==> src/rtl/branch_sequencer_if.sv <==
// Handshake and datapath-strobe bundle between the main control unit and
// branch_sequencer. The statistics counters exist only when
// BRANCH_SEQ_STATS_EN is defined.
interface branch_sequencer_if
`ifdef BRANCH_SEQ_STATS_EN
    #(parameter int CNT_W = 16)
`endif
    ;
    logic       start;
    logic [4:0] ir_op;
    logic       mem_ready;
    logic       con_ff;

    logic       busy;
    logic       done;
    logic       abort;
    logic       taken;

    logic       pc_out;
    logic       mar_in;
    logic       inc_pc;
    logic       z_in;
    logic       zlo_out;
    logic       pc_in;
    logic       mem_read;
    logic       mdr_in;
    logic       mdr_out;
    logic       ir_in;
    logic       gra;
    logic       r_out;
    logic       con_in;
    logic       y_in;
    logic       c_out;
    logic       alu_add;

`ifdef BRANCH_SEQ_STATS_EN
    logic [CNT_W-1:0] taken_cnt;
    logic [CNT_W-1:0] not_taken_cnt;

    modport master (
        output start, ir_op, mem_ready, con_ff,
        input  busy, done, abort, taken,
        input  pc_out, mar_in, inc_pc, z_in, zlo_out, pc_in, mem_read, mdr_in,
        input  mdr_out, ir_in, gra, r_out, con_in, y_in, c_out, alu_add,
        input  taken_cnt, not_taken_cnt
    );

    modport slave (
        input  start, ir_op, mem_ready, con_ff,
        output busy, done, abort, taken,
        output pc_out, mar_in, inc_pc, z_in, zlo_out, pc_in, mem_read, mdr_in,
        output mdr_out, ir_in, gra, r_out, con_in, y_in, c_out, alu_add,
        output taken_cnt, not_taken_cnt
    );
`else
    modport master (
        output start, ir_op, mem_ready, con_ff,
        input  busy, done, abort, taken,
        input  pc_out, mar_in, inc_pc, z_in, zlo_out, pc_in, mem_read, mdr_in,
        input  mdr_out, ir_in, gra, r_out, con_in, y_in, c_out, alu_add
    );

    modport slave (
        input  start, ir_op, mem_ready, con_ff,
        output busy, done, abort, taken,
        output pc_out, mar_in, inc_pc, z_in, zlo_out, pc_in, mem_read, mdr_in,
        output mdr_out, ir_in, gra, r_out, con_in, y_in, c_out, alu_add
    );
`endif
endinterface

==> src/rtl/branch_sequencer.sv <==
// Conditional-branch sequencer (brzr/brnz/brpl/brmi). Fetches the
// instruction, drives Ra onto the bus with con_in so the CON FF evaluates
// the condition, then writes the branch target to PC only when CON is set.
// Optional taken/not-taken statistics: define BRANCH_SEQ_STATS_EN.
//
// state | meaning
// IDLE  | waiting for start
// T0    | PC -> MAR, PC+1 -> Z
// T1    | Z -> PC, memory read into MDR; waits on mem_ready with timeout
// T2    | MDR -> IR
// T3    | Ra -> bus, con_in; non-branch opcode aborts here
// T4    | PC -> Y
// T5    | C (offset) + Y -> Z
// T6    | Z -> PC only if con_ff; result latched into taken
// FIN   | done pulse
module branch_sequencer #(
    parameter logic [4:0] BR_OPCODE    = 5'b10010,
    parameter int          MEM_WAIT_MAX = 8
`ifdef BRANCH_SEQ_STATS_EN
    ,
    parameter int          CNT_W        = 16
`endif
) (
    input  logic                clock,
    input  logic                clear_n,
    branch_sequencer_if.slave   bus
);

    typedef enum logic [3:0] {
        IDLE, T0, T1, T2, T3, T4, T5, T6, FIN
    } state_t;

    localparam int                WAIT_W    = $clog2(MEM_WAIT_MAX + 1);
    localparam logic [WAIT_W-1:0] WAIT_LAST = WAIT_W'(MEM_WAIT_MAX - 1);

    state_t            state;
    state_t            state_nxt;
    logic [WAIT_W-1:0] wait_cnt;
    logic              timeout;
    logic              bad_op;
    logic              abort_q;
    logic              taken_q;

    logic busy, done;
    logic pc_out, mar_in, inc_pc, z_in, zlo_out, pc_in, mem_read, mdr_in;
    logic mdr_out, ir_in, gra, r_out, con_in, y_in, c_out, alu_add;

    // The last wait cycle with memory still not ready ends the sequence.
    assign timeout = (state == T1) && !bus.mem_ready && (wait_cnt == WAIT_LAST);
    assign bad_op  = (state == T3) && (bus.ir_op != BR_OPCODE);

    // State register.
    always_ff @(posedge clock or negedge clear_n) begin
        if (!clear_n) state <= IDLE;
        else          state <= state_nxt;
    end

    // Next-state decode; start is only looked at in IDLE.
    always_comb begin
        state_nxt = state;
        case (state)
            IDLE:    if (bus.start) state_nxt = T0;
            T0:      state_nxt = T1;
            T1: begin
                if (bus.mem_ready) state_nxt = T2;
                else if (timeout)  state_nxt = IDLE;
            end
            T2:      state_nxt = T3;
            T3:      state_nxt = bad_op ? IDLE : T4;
            T4:      state_nxt = T5;
            T5:      state_nxt = T6;
            T6:      state_nxt = FIN;
            FIN:     state_nxt = IDLE;
            default: state_nxt = IDLE;
        endcase
    end

    // Moore strobe decode; pc_in in T6 follows the live CON flag.
    always_comb begin
        busy     = 1'b0;
        done     = 1'b0;
        pc_out   = 1'b0;
        mar_in   = 1'b0;
        inc_pc   = 1'b0;
        z_in     = 1'b0;
        zlo_out  = 1'b0;
        pc_in    = 1'b0;
        mem_read = 1'b0;
        mdr_in   = 1'b0;
        mdr_out  = 1'b0;
        ir_in    = 1'b0;
        gra      = 1'b0;
        r_out    = 1'b0;
        con_in   = 1'b0;
        y_in     = 1'b0;
        c_out    = 1'b0;
        alu_add  = 1'b0;
        case (state)
            T0: begin
                busy = 1'b1; pc_out = 1'b1; mar_in = 1'b1; inc_pc = 1'b1; z_in = 1'b1;
            end
            T1: begin
                busy = 1'b1; zlo_out = 1'b1; pc_in = 1'b1; mem_read = 1'b1; mdr_in = 1'b1;
            end
            T2: begin
                busy = 1'b1; mdr_out = 1'b1; ir_in = 1'b1;
            end
            T3: begin
                busy = 1'b1; gra = 1'b1; r_out = 1'b1; con_in = 1'b1;
            end
            T4: begin
                busy = 1'b1; pc_out = 1'b1; y_in = 1'b1;
            end
            T5: begin
                busy = 1'b1; c_out = 1'b1; alu_add = 1'b1; z_in = 1'b1;
            end
            T6: begin
                busy = 1'b1; zlo_out = 1'b1; pc_in = bus.con_ff;
            end
            FIN: begin
                busy = 1'b1; done = 1'b1;
            end
            default: ;
        endcase
    end

    // Memory wait counter; counts only while stalled in T1, zero elsewhere.
    always_ff @(posedge clock or negedge clear_n) begin
        if (!clear_n)
            wait_cnt <= '0;
        else if ((state == T1) && !bus.mem_ready && (wait_cnt != WAIT_LAST))
            wait_cnt <= wait_cnt + WAIT_W'(1);
        else
            wait_cnt <= '0;
    end

    // Abort is registered so it is a clean pulse in the first IDLE cycle.
    always_ff @(posedge clock or negedge clear_n) begin
        if (!clear_n) abort_q <= 1'b0;
        else          abort_q <= timeout | bad_op;
    end

    // Branch outcome is captured at the end of T6 and held until the next one.
    always_ff @(posedge clock or negedge clear_n) begin
        if (!clear_n)          taken_q <= 1'b0;
        else if (state == T6)  taken_q <= bus.con_ff;
    end

`ifdef BRANCH_SEQ_STATS_EN
    logic [CNT_W-1:0] taken_cnt;
    logic [CNT_W-1:0] not_taken_cnt;

    // Saturating outcome counters, updated only by completed branches.
    always_ff @(posedge clock or negedge clear_n) begin
        if (!clear_n) begin
            taken_cnt     <= '0;
            not_taken_cnt <= '0;
        end else if (state == T6) begin
            if (bus.con_ff && !(&taken_cnt))
                taken_cnt <= taken_cnt + CNT_W'(1);
            else if (!bus.con_ff && !(&not_taken_cnt))
                not_taken_cnt <= not_taken_cnt + CNT_W'(1);
        end
    end

    assign bus.taken_cnt     = taken_cnt;
    assign bus.not_taken_cnt = not_taken_cnt;
`endif

    assign bus.busy     = busy;
    assign bus.done     = done;
    assign bus.abort    = abort_q;
    assign bus.taken    = taken_q;
    assign bus.pc_out   = pc_out;
    assign bus.mar_in   = mar_in;
    assign bus.inc_pc   = inc_pc;
    assign bus.z_in     = z_in;
    assign bus.zlo_out  = zlo_out;
    assign bus.pc_in    = pc_in;
    assign bus.mem_read = mem_read;
    assign bus.mdr_in   = mdr_in;
    assign bus.mdr_out  = mdr_out;
    assign bus.ir_in    = ir_in;
    assign bus.gra      = gra;
    assign bus.r_out    = r_out;
    assign bus.con_in   = con_in;
    assign bus.y_in     = y_in;
    assign bus.c_out    = c_out;
    assign bus.alu_add  = alu_add;

endmodule

==> src/flat_wrapper.sv <==
// flat-port wrapper written by rule: the top's interface ports become plain ports
module branch_sequencer_flat 
#(
    parameter logic [4:0] BR_OPCODE    = 5'b10010,
    parameter int          MEM_WAIT_MAX = 8

)
  (clock, clear_n, bus_start, bus_ir_op, bus_mem_ready, bus_con_ff, bus_busy, bus_done, bus_abort, bus_taken, bus_pc_out, bus_mar_in, bus_inc_pc, bus_z_in, bus_zlo_out, bus_pc_in, bus_mem_read, bus_mdr_in, bus_mdr_out, bus_ir_in, bus_gra, bus_r_out, bus_con_in, bus_y_in, bus_c_out, bus_alu_add);
  branch_sequencer_if bus_i ();
  input  logic clock;
  input  logic clear_n;
  input wire logic [$bits(bus_i.start)-1:0] bus_start;
  input wire logic [$bits(bus_i.ir_op)-1:0] bus_ir_op;
  input wire logic [$bits(bus_i.mem_ready)-1:0] bus_mem_ready;
  input wire logic [$bits(bus_i.con_ff)-1:0] bus_con_ff;
  output wire logic [$bits(bus_i.busy)-1:0] bus_busy;
  output wire logic [$bits(bus_i.done)-1:0] bus_done;
  output wire logic [$bits(bus_i.abort)-1:0] bus_abort;
  output wire logic [$bits(bus_i.taken)-1:0] bus_taken;
  output wire logic [$bits(bus_i.pc_out)-1:0] bus_pc_out;
  output wire logic [$bits(bus_i.mar_in)-1:0] bus_mar_in;
  output wire logic [$bits(bus_i.inc_pc)-1:0] bus_inc_pc;
  output wire logic [$bits(bus_i.z_in)-1:0] bus_z_in;
  output wire logic [$bits(bus_i.zlo_out)-1:0] bus_zlo_out;
  output wire logic [$bits(bus_i.pc_in)-1:0] bus_pc_in;
  output wire logic [$bits(bus_i.mem_read)-1:0] bus_mem_read;
  output wire logic [$bits(bus_i.mdr_in)-1:0] bus_mdr_in;
  output wire logic [$bits(bus_i.mdr_out)-1:0] bus_mdr_out;
  output wire logic [$bits(bus_i.ir_in)-1:0] bus_ir_in;
  output wire logic [$bits(bus_i.gra)-1:0] bus_gra;
  output wire logic [$bits(bus_i.r_out)-1:0] bus_r_out;
  output wire logic [$bits(bus_i.con_in)-1:0] bus_con_in;
  output wire logic [$bits(bus_i.y_in)-1:0] bus_y_in;
  output wire logic [$bits(bus_i.c_out)-1:0] bus_c_out;
  output wire logic [$bits(bus_i.alu_add)-1:0] bus_alu_add;
  assign bus_i.start = bus_start;
  assign bus_i.ir_op = bus_ir_op;
  assign bus_i.mem_ready = bus_mem_ready;
  assign bus_i.con_ff = bus_con_ff;
  assign bus_busy = bus_i.busy;
  assign bus_done = bus_i.done;
  assign bus_abort = bus_i.abort;
  assign bus_taken = bus_i.taken;
  assign bus_pc_out = bus_i.pc_out;
  assign bus_mar_in = bus_i.mar_in;
  assign bus_inc_pc = bus_i.inc_pc;
  assign bus_z_in = bus_i.z_in;
  assign bus_zlo_out = bus_i.zlo_out;
  assign bus_pc_in = bus_i.pc_in;
  assign bus_mem_read = bus_i.mem_read;
  assign bus_mdr_in = bus_i.mdr_in;
  assign bus_mdr_out = bus_i.mdr_out;
  assign bus_ir_in = bus_i.ir_in;
  assign bus_gra = bus_i.gra;
  assign bus_r_out = bus_i.r_out;
  assign bus_con_in = bus_i.con_in;
  assign bus_y_in = bus_i.y_in;
  assign bus_c_out = bus_i.c_out;
  assign bus_alu_add = bus_i.alu_add;
  branch_sequencer #(.BR_OPCODE(BR_OPCODE), .MEM_WAIT_MAX(MEM_WAIT_MAX)) u_core (.clock(clock), .clear_n(clear_n), .bus(bus_i));
endmodule
==> config.mk <==
export PLATFORM = sky130hd
export DESIGN_NAME = branch_sequencer_flat
export DESIGN_NICKNAME = d
export VERILOG_FILES = /design/src/rtl/branch_sequencer_if.sv /design/src/rtl/branch_sequencer.sv /design/src/flat_wrapper.sv
export SDC_FILE = /design/constraint.sdc
export NUM_CORES = 1
export LEC_CHECK = 0
export CAP_MARGIN = 20
export CORE_MARGIN = 2
export CORE_UTILIZATION = 30
export CTS_CLUSTER_DIAMETER = 200
export DETAILED_ROUTE_END_ITERATION = 8
export PLACE_DENSITY_LB_ADDON = 0.25
export SLEW_MARGIN = 20
export SYNTH_ARGS = -nofsm -noshare
export SYNTH_HDL_FRONTEND = slang
export SYNTH_SLANG_ARGS = --single-unit
==> constraint.sdc <==
create_clock -name clock -period 2.51 [get_ports clock]
set_input_delay 0.502 -clock clock [delete_from_list [all_inputs] [get_ports clock]]
set_output_delay 0.502 -clock clock [all_outputs]
set_load 0.02 [all_outputs]
# After elaboration in Yosys (flattened, before gate mapping)
# Cells that the tools add are included.
# op_classes
bitwise	1
n_reduce_logical	11
n_addsub	1
n_eq_ne	13
muxes	18
# op_table
op	n
case mux 4 bit (8 select lines)	1
== test 4 x 3 -> 1 bit, second input constant	5
2-to-1 mux 4 bit	4
2-to-1 mux 1 bit	11
== test 4 x 2 -> 1 bit, second input constant	2
OR reduction 8 bit	1
OR reduction 2 bit	3
inequality test 5 bit, second input constant	1
adder 4 x 1 -> 4 bit, second input constant	1
== test 4 x 1 -> 1 bit, second input constant	1
== test 4 bit, second input constant	1
logical AND 1 bit	4
logical NOT 4 bit	1
inequality test 4 x 3 -> 1 bit, second input constant	1
2-to-1 mux 3 bit	1
inequality test 3 x 2 -> 1 bit, second input constant	1
inequality test 2 bit, second input constant	1
case mux 1 bit (2 select lines)	1
AND reduction 2 bit	1
logical NOT 1 bit	1
OR 1 bit	1
# totals
word_cells	48
register_bits	10
output_inout_bits	20

# Logic depth before layout (Yosys ltp)
# Gate-level depths: netlist of run 1.
# depth
word_depth	6
mapped_depth	5

# Worst setup path after synthesis of run 1
# Ideal clock, no wire load.
# synth_timing
kind	register -> output
startpoint	reg u_core.state[3]
endpoint	out bus_mar_in
arrival_ns	1.408
required_ns	2.008
path_buffers	2
path_stages_with_launch	6
slack_ns	0.600
cell_sequence	dfrtp_1 -> buf_6 -> nand2b_1 -> or2_1 -> nor2_1 -> buf_4
# synth_between
elab_chain_cells	2
# synth_lines
item	line_no	source
start, declared	branch_sequencer.sv:36	state_t state;
start signal, assigned	branch_sequencer.sv:55	else state <= state_nxt;
== test 4 x 1 -> 1 bit	n/a	
2-to-1 mux 1 bit	n/a	
end, declared	flat_wrapper.sv:21	output wire logic [$bits(bus_i.mar_in)-1:0] bus_mar_in;
# No other way between the ends.

# Worst setup path in the final report of run 1
# layout_timing
startpoint	reg u_core.state[3]
endpoint	out bus_mar_in
# layout_between
elab_chain_cells	2
# layout_lines
item	line_no	source
== test 4 x 1 -> 1 bit	branch_sequencer.sv:98	case (state)
2-to-1 mux 1 bit	branch_sequencer.sv:98	
# No other way between the ends.

==> results of run 1 <==
## sequential cells by signal (all words and copies together) (netlist names)
signal / flops
u_core.wait_cnt: 4
u_core.bus.abort: 1
u_core.bus.taken: 1
u_core.state: 4
## what timing repair did
| action | 4_1_cts | 5_1_grt |
|---|---|---|
| pin swaps | 0 | 0 |
| hold buffers | 0 | 0 |
| endpoints found under the setup margin | 1 | 6 |
| gates resized for setup | 1 | 6 |
## stage by stage
step / area, sq um / util [%] / setup slack, ns / hold WS [ns]
after floorplan: 646 / - / 0.600 / 0.206
after global placement: 930 / 46.4 / 0.277 / 0.448
after detailed placement: 930 / 46.4 / 0.252 / 0.454
after CTS: 965 / 48.2 / 0.00799 / 0.463
after global routing: 980 / 48.9 / 0.0176 / 0.489
final: 980 / 48.9 / 0.134 / 0.461
## worst max path at each step
stage          slack [ns]     endpoint  cells past startpoint
2_1_floorplan        0.60   bus_mar_in                      5
3_3_place_gp         0.28  bus_zlo_out                      4
3_5_place_dp         0.25  bus_zlo_out                      4
4_1_cts             0.008    bus_pc_in                      5
5_1_grt              0.02     bus_busy                      4
6_report             0.13   bus_mar_in                      4
## power groups by stage
stage                     logic [mW]  clock network, mW  registers, mW
after floorplan                0.429                  0          0.241
after detailed placement       0.715                  0          0.226
after CTS                      0.711              0.151          0.222
final                          0.690              0.143          0.222
after global placement         0.715                  0          0.224
after global routing           0.750              0.159          0.228
## metal layers
metal / track usage [%] / up-vias / wire length [um]
met5: 0 / - / 0
met2: 20.4 / 17 / 677
met1: 16.4 / 266 / 657
met4: 4.05 / 0 / 12
li1: - / 291 / -
met3: 5.36 / 2 / 94
## Yosys cell counts, drive strengths merged, types with 3 or more instances
cell type  number  area [sq um]
nor3            3          15.0
nand3           4          20.0
inv             5          18.8
o21ai           3          15.0
and2            3          18.8
nand2           3          11.3
buf             9          66.3
nor2            5          18.8
nand2b          3          18.8
dfrtp          10           250
## cells by family (layout without fill, tap and decap cells)
kind of cell	count (synthesis)	in the layout	share of synthesized area (%)
compound gates	8	8	8.14
xor+xnor	3	3	4.07
fa+ha+maj	1	1	1.94
buf+inv	15	42	13.8
flops	10	10	38.8
simple gates	33	33	33.3
## cell type report
class	count	area (sq um)	area share [%]
tap	27	33.8	3.45
multi-input combinational	45	307	31.3
timing repair buffer	33	334	34.1
clock buffer	4	36.3	3.70
sequential	10	250	25.5
inverter	5	18.8	1.92
==> metrics.cfg, run 1 <==
[outcome]
outcome=completed

[logic_synthesis]
synth_edf_count=0
netlist_instances=70
ys_seq_area_share_pct=38.8
ys.flop_type=dfrtp_1
async_flop_share_pct=100
syn_area_sq_um=646
synth-seq-cells=10
avgSynthCellArea_sq_um=9.22
synth_cell_types=31
ys_warn_count=0
syn-num-nets=81

[routing]
routedWlPerCell_um=11.6
ant_nets=0
vias=576
routed_wl_mm=1.44
drtIter0Drc=8
dr.pass1.iters=4
post_drt_via_cell_ratio=4.65
remaining_drc_errors=0

[placement]
dpl.hpwl_mm=1.17
place_congestion=0.711
portBuffers=29
dp.cells=120

[layout]
n_fill_cell=194
diodes=0
final_common_cell=clkdlybuf4s50_1
layout_common_cells=22 x clkdlybuf4s50_1, 10 x dfrtp_1, 6 x dlymetal6s2s_1
drive_gt1_share_pct=11.3
syn_to_final_growth_pct=51.7
final_nets=109
final_cells=124

[setup_path]
critPathArrivalTime_ns=1.87
reg2reg_depth=4
r2r-start=u_core.state[3]
slowest_delay_ns=0.62
r2r_end=u_core.state[0]
crit_family=buffers and inverters
crit_path_max_fanout=7
r2r_slack_ns=0.96
critical_path_class=register to output port
startpoint=u_core.state[3]
critical_path_required_ns=2.01
critPathSlowestCell=clkdlybuf4s50_1
critPathBufInv=1
cp-end-kind=output port
start_kind=register
path_cells=nand2b_1, or2_1, nor2_1, clkdlybuf4s50_1

[power_and_ir_drop]
p_int_uw=613
leakage_nw=0.525
power_density_nw_per_um2=1080
combPwrFrac_pct=65.4
total_power_mw=1.06
clock_power_share_pct=13.6
sw_frac_of_total_pct=41.9
power.switching_uw=442
p_seq_share_pct=21.0
irDropWorstVdd_mv=0.575

[die]
core.rowCount=16
die_x_um=50.4
pin_count=30
die-area_sq_um=2540
initial_core_util_pct=32.2
die_h_um=50.4
core_sq_um=2000

[global_route]
grt_pass1_wl_mm=2.46
grt_use_total_pct=13.1
grt_pass1_vias=533
grt_start_max_net_pins=13
gr-total-overflow=0
antenna_found_initial=0

[timing]
hold_violations=0
slew_violations=0
rsz0062_at_grt=no
max_freq_mhz=421
setup_viol=0
fin_crit_ns=2.38
max_slew_margin_pct=66.0
fin_worst_skew_ns=0.00249
worst_pin_slew_ns=0.502
fin_tns_setup_ns=0
period_share_pct=94.7

[clock_tree]
cts_sinks=10
clock_latency_ns=0.26
cts.clk_slew.worst_paths_ns=0.06
numCtsBuffers=3
postCtsSetupRepairBufs=0
cts_tree=built
clockBufferDepth=2
clockRootBuffer=clkbuf_4
h-tree-depth=1

[hold_path]
hold_path_class=register to register
hold_path_depth=1
hold_end=u_core.wait_cnt[0]
min_from=u_core.wait_cnt[0]

[run]
drv_cap=0

Note: power is estimated with default switching activity, not from simulation.
==> run 2: changes to the inputs <==
HOLD_SLACK_MARGIN = 0.15   (was not set)
SKIP_CTS_REPAIR_TIMING = 1   (was not set)
TNS_END_PERCENT = 30   (was not set)
==> run 2 against run 1 <==
Routed wire length increased by 0.14%. Final cell count unchanged. Combinational power increased by 0.7%. Highest routed layer unchanged.
==> metrics.cfg, run 2 (synthesis results as in run 1) <==
[layout]
multiInputGateArea_sq_um=307
seq_area_sq_um=250
n_fill_cell=194
reg.largest.list=u_core.state x4, u_core.wait_cnt x4
syn_to_final_growth_pct=52.3
finish.utilization_pct=49.1
diodes=0
stdcell_area_sq_um=983
final_nets=109
layout_common_cells=22 x clkdlybuf4s50_1, 10 x dfrtp_1, 7 x dlymetal6s2s_1
final_cells=124
final_common_cell=clkdlybuf4s50_1
drive_gt1_share_pct=11.3

[placement]
postPlaceCellArea_sq_um=930
dpl_worst_slack_ns=0.252
dp.cells=120
dpl.hpwl_mm=1.17
place_congestion=0.711
portBuffers=29

[outcome]
outcome=completed

[power_and_ir_drop]
p_int_uw=618
combPwrFrac_pct=65.5
sw_frac_of_total_pct=41.7
clock_power_share_pct=13.5
total_power_mw=1.06
irDropWorstVdd_mv=0.576
power.switching_uw=443
p_seq_share_pct=20.9
leakage_nw=0.536
power_density_nw_per_um2=1080

[setup_path]
slowest_delay_ns=0.62
cp-end-kind=output port
critical_path_required_ns=2.01
path_cells=nand2b_1, or2_1, nor2_1, clkdlybuf4s50_1
startpoint=u_core.state[3]
r2r-start=u_core.state[3]
critPathBufInv=1
crit_path_max_fanout=7
critPathSlowestCell=clkdlybuf4s50_1
critPathArrivalTime_ns=1.87
start_kind=register
crit_family=buffers and inverters
critical_path_class=register to output port

[routing]
vias=576
routedWlPerCell_um=11.6
ant_nets=0
post_drt_via_cell_ratio=4.65
routed_wl_mm=1.44
dr.pass1.iters=4
drtIter0Drc=8
remaining_drc_errors=0

[clock_tree]
clock_latency_ns=0.26
numCtsBuffers=3
clockBufferDepth=2
h-tree-depth=1
cts_sinks=10
cts_tree=built
clockRootBuffer=clkbuf_4
cts.clk_slew.worst_paths_ns=0.06

[timing]
fin_crit_ns=2.38
slew_violations=0
period_share_pct=94.7
worst_pin_slew_ns=0.502
fin_worst_skew_ns=0.00249
fin_ws_ns=0.134
rsz0062_at_grt=no
setup_viol=0
max_freq_mhz=421
hold_violations=0
max_slew_margin_pct=66.0

[die]
die_x_um=50.4
die_h_um=50.4
core.rowCount=16
die-area_sq_um=2540
initial_core_util_pct=32.2
core_sq_um=2000
pin_count=30

[global_route]
grt_pass1_vias=539
grt_use_total_pct=13.1
grt_start_max_net_pins=13
antenna_found_initial=0
gr-total-overflow=0
grt_pass1_wl_mm=2.47

[run]
drv_cap=0

[hold_path]
min_from=u_core.wait_cnt[0]
hold_path_class=register to register

==> run 2: cell type report <==
cell class | instances | share of cell area (%)
clock buffer | 4 | 3.69
inverter | 5 | 1.91
multi-input combinational | 45 | 31.2
sequential | 10 | 25.4
tap | 27 | 3.44
timing repair buffer | 33 | 34.4
==> run 2: final timing paths <==
check                                endpoint  slack (ns)  depth (start not counted)
max                                bus_mar_in        0.13                          4
min                        u_core.wait_cnt[0]        0.46                          1
max reg2reg                   u_core.state[0]        0.96                          4
min reg2reg                u_core.wait_cnt[0]        0.46                          1
max in group asynchronous     u_core.state[3]        1.65                          1
min in group asynchronous    u_core.bus.abort        0.55                          1
==> run 2: metal layers <==
| metal | vias to the layer above | track usage (%) | share of wire, % |
|---|---|---|---|
| met2 | 17 | 20.6 | 47 |
| met3 | 2 | 5.36 | 6.5 |
| met5 | - | 0 | 0 |
| met1 | 266 | 16.4 | 46 |
| met4 | 0 | 4.05 | 0.83 |
| li1 | 291 | - | - |
==> run 2: power groups by stage <==
| stage | clock, mW | combinational [mW] | sequential (mW) |
|---|---|---|---|
| 5_1_grt | 0.159 | 0.754 | 0.228 |
| 2_1_floorplan | 0 | 0.429 | 0.241 |
| 3_5_place_dp | 0 | 0.715 | 0.226 |
| 3_3_place_gp | 0 | 0.715 | 0.224 |
| 6_report | 0.143 | 0.695 | 0.222 |
| 4_1_cts | 0.151 | 0.718 | 0.222 |
==> run 2: through the flow <==
stage | setup TNS (ns) | hold slack, ns
after global routing | 0 | 0.489
after global placement | 0 | 0.448
after CTS | -0.0500 | 0.463
after detailed placement | 0 | 0.454
after floorplan | 0 | 0.206
final | 0 | 0.461
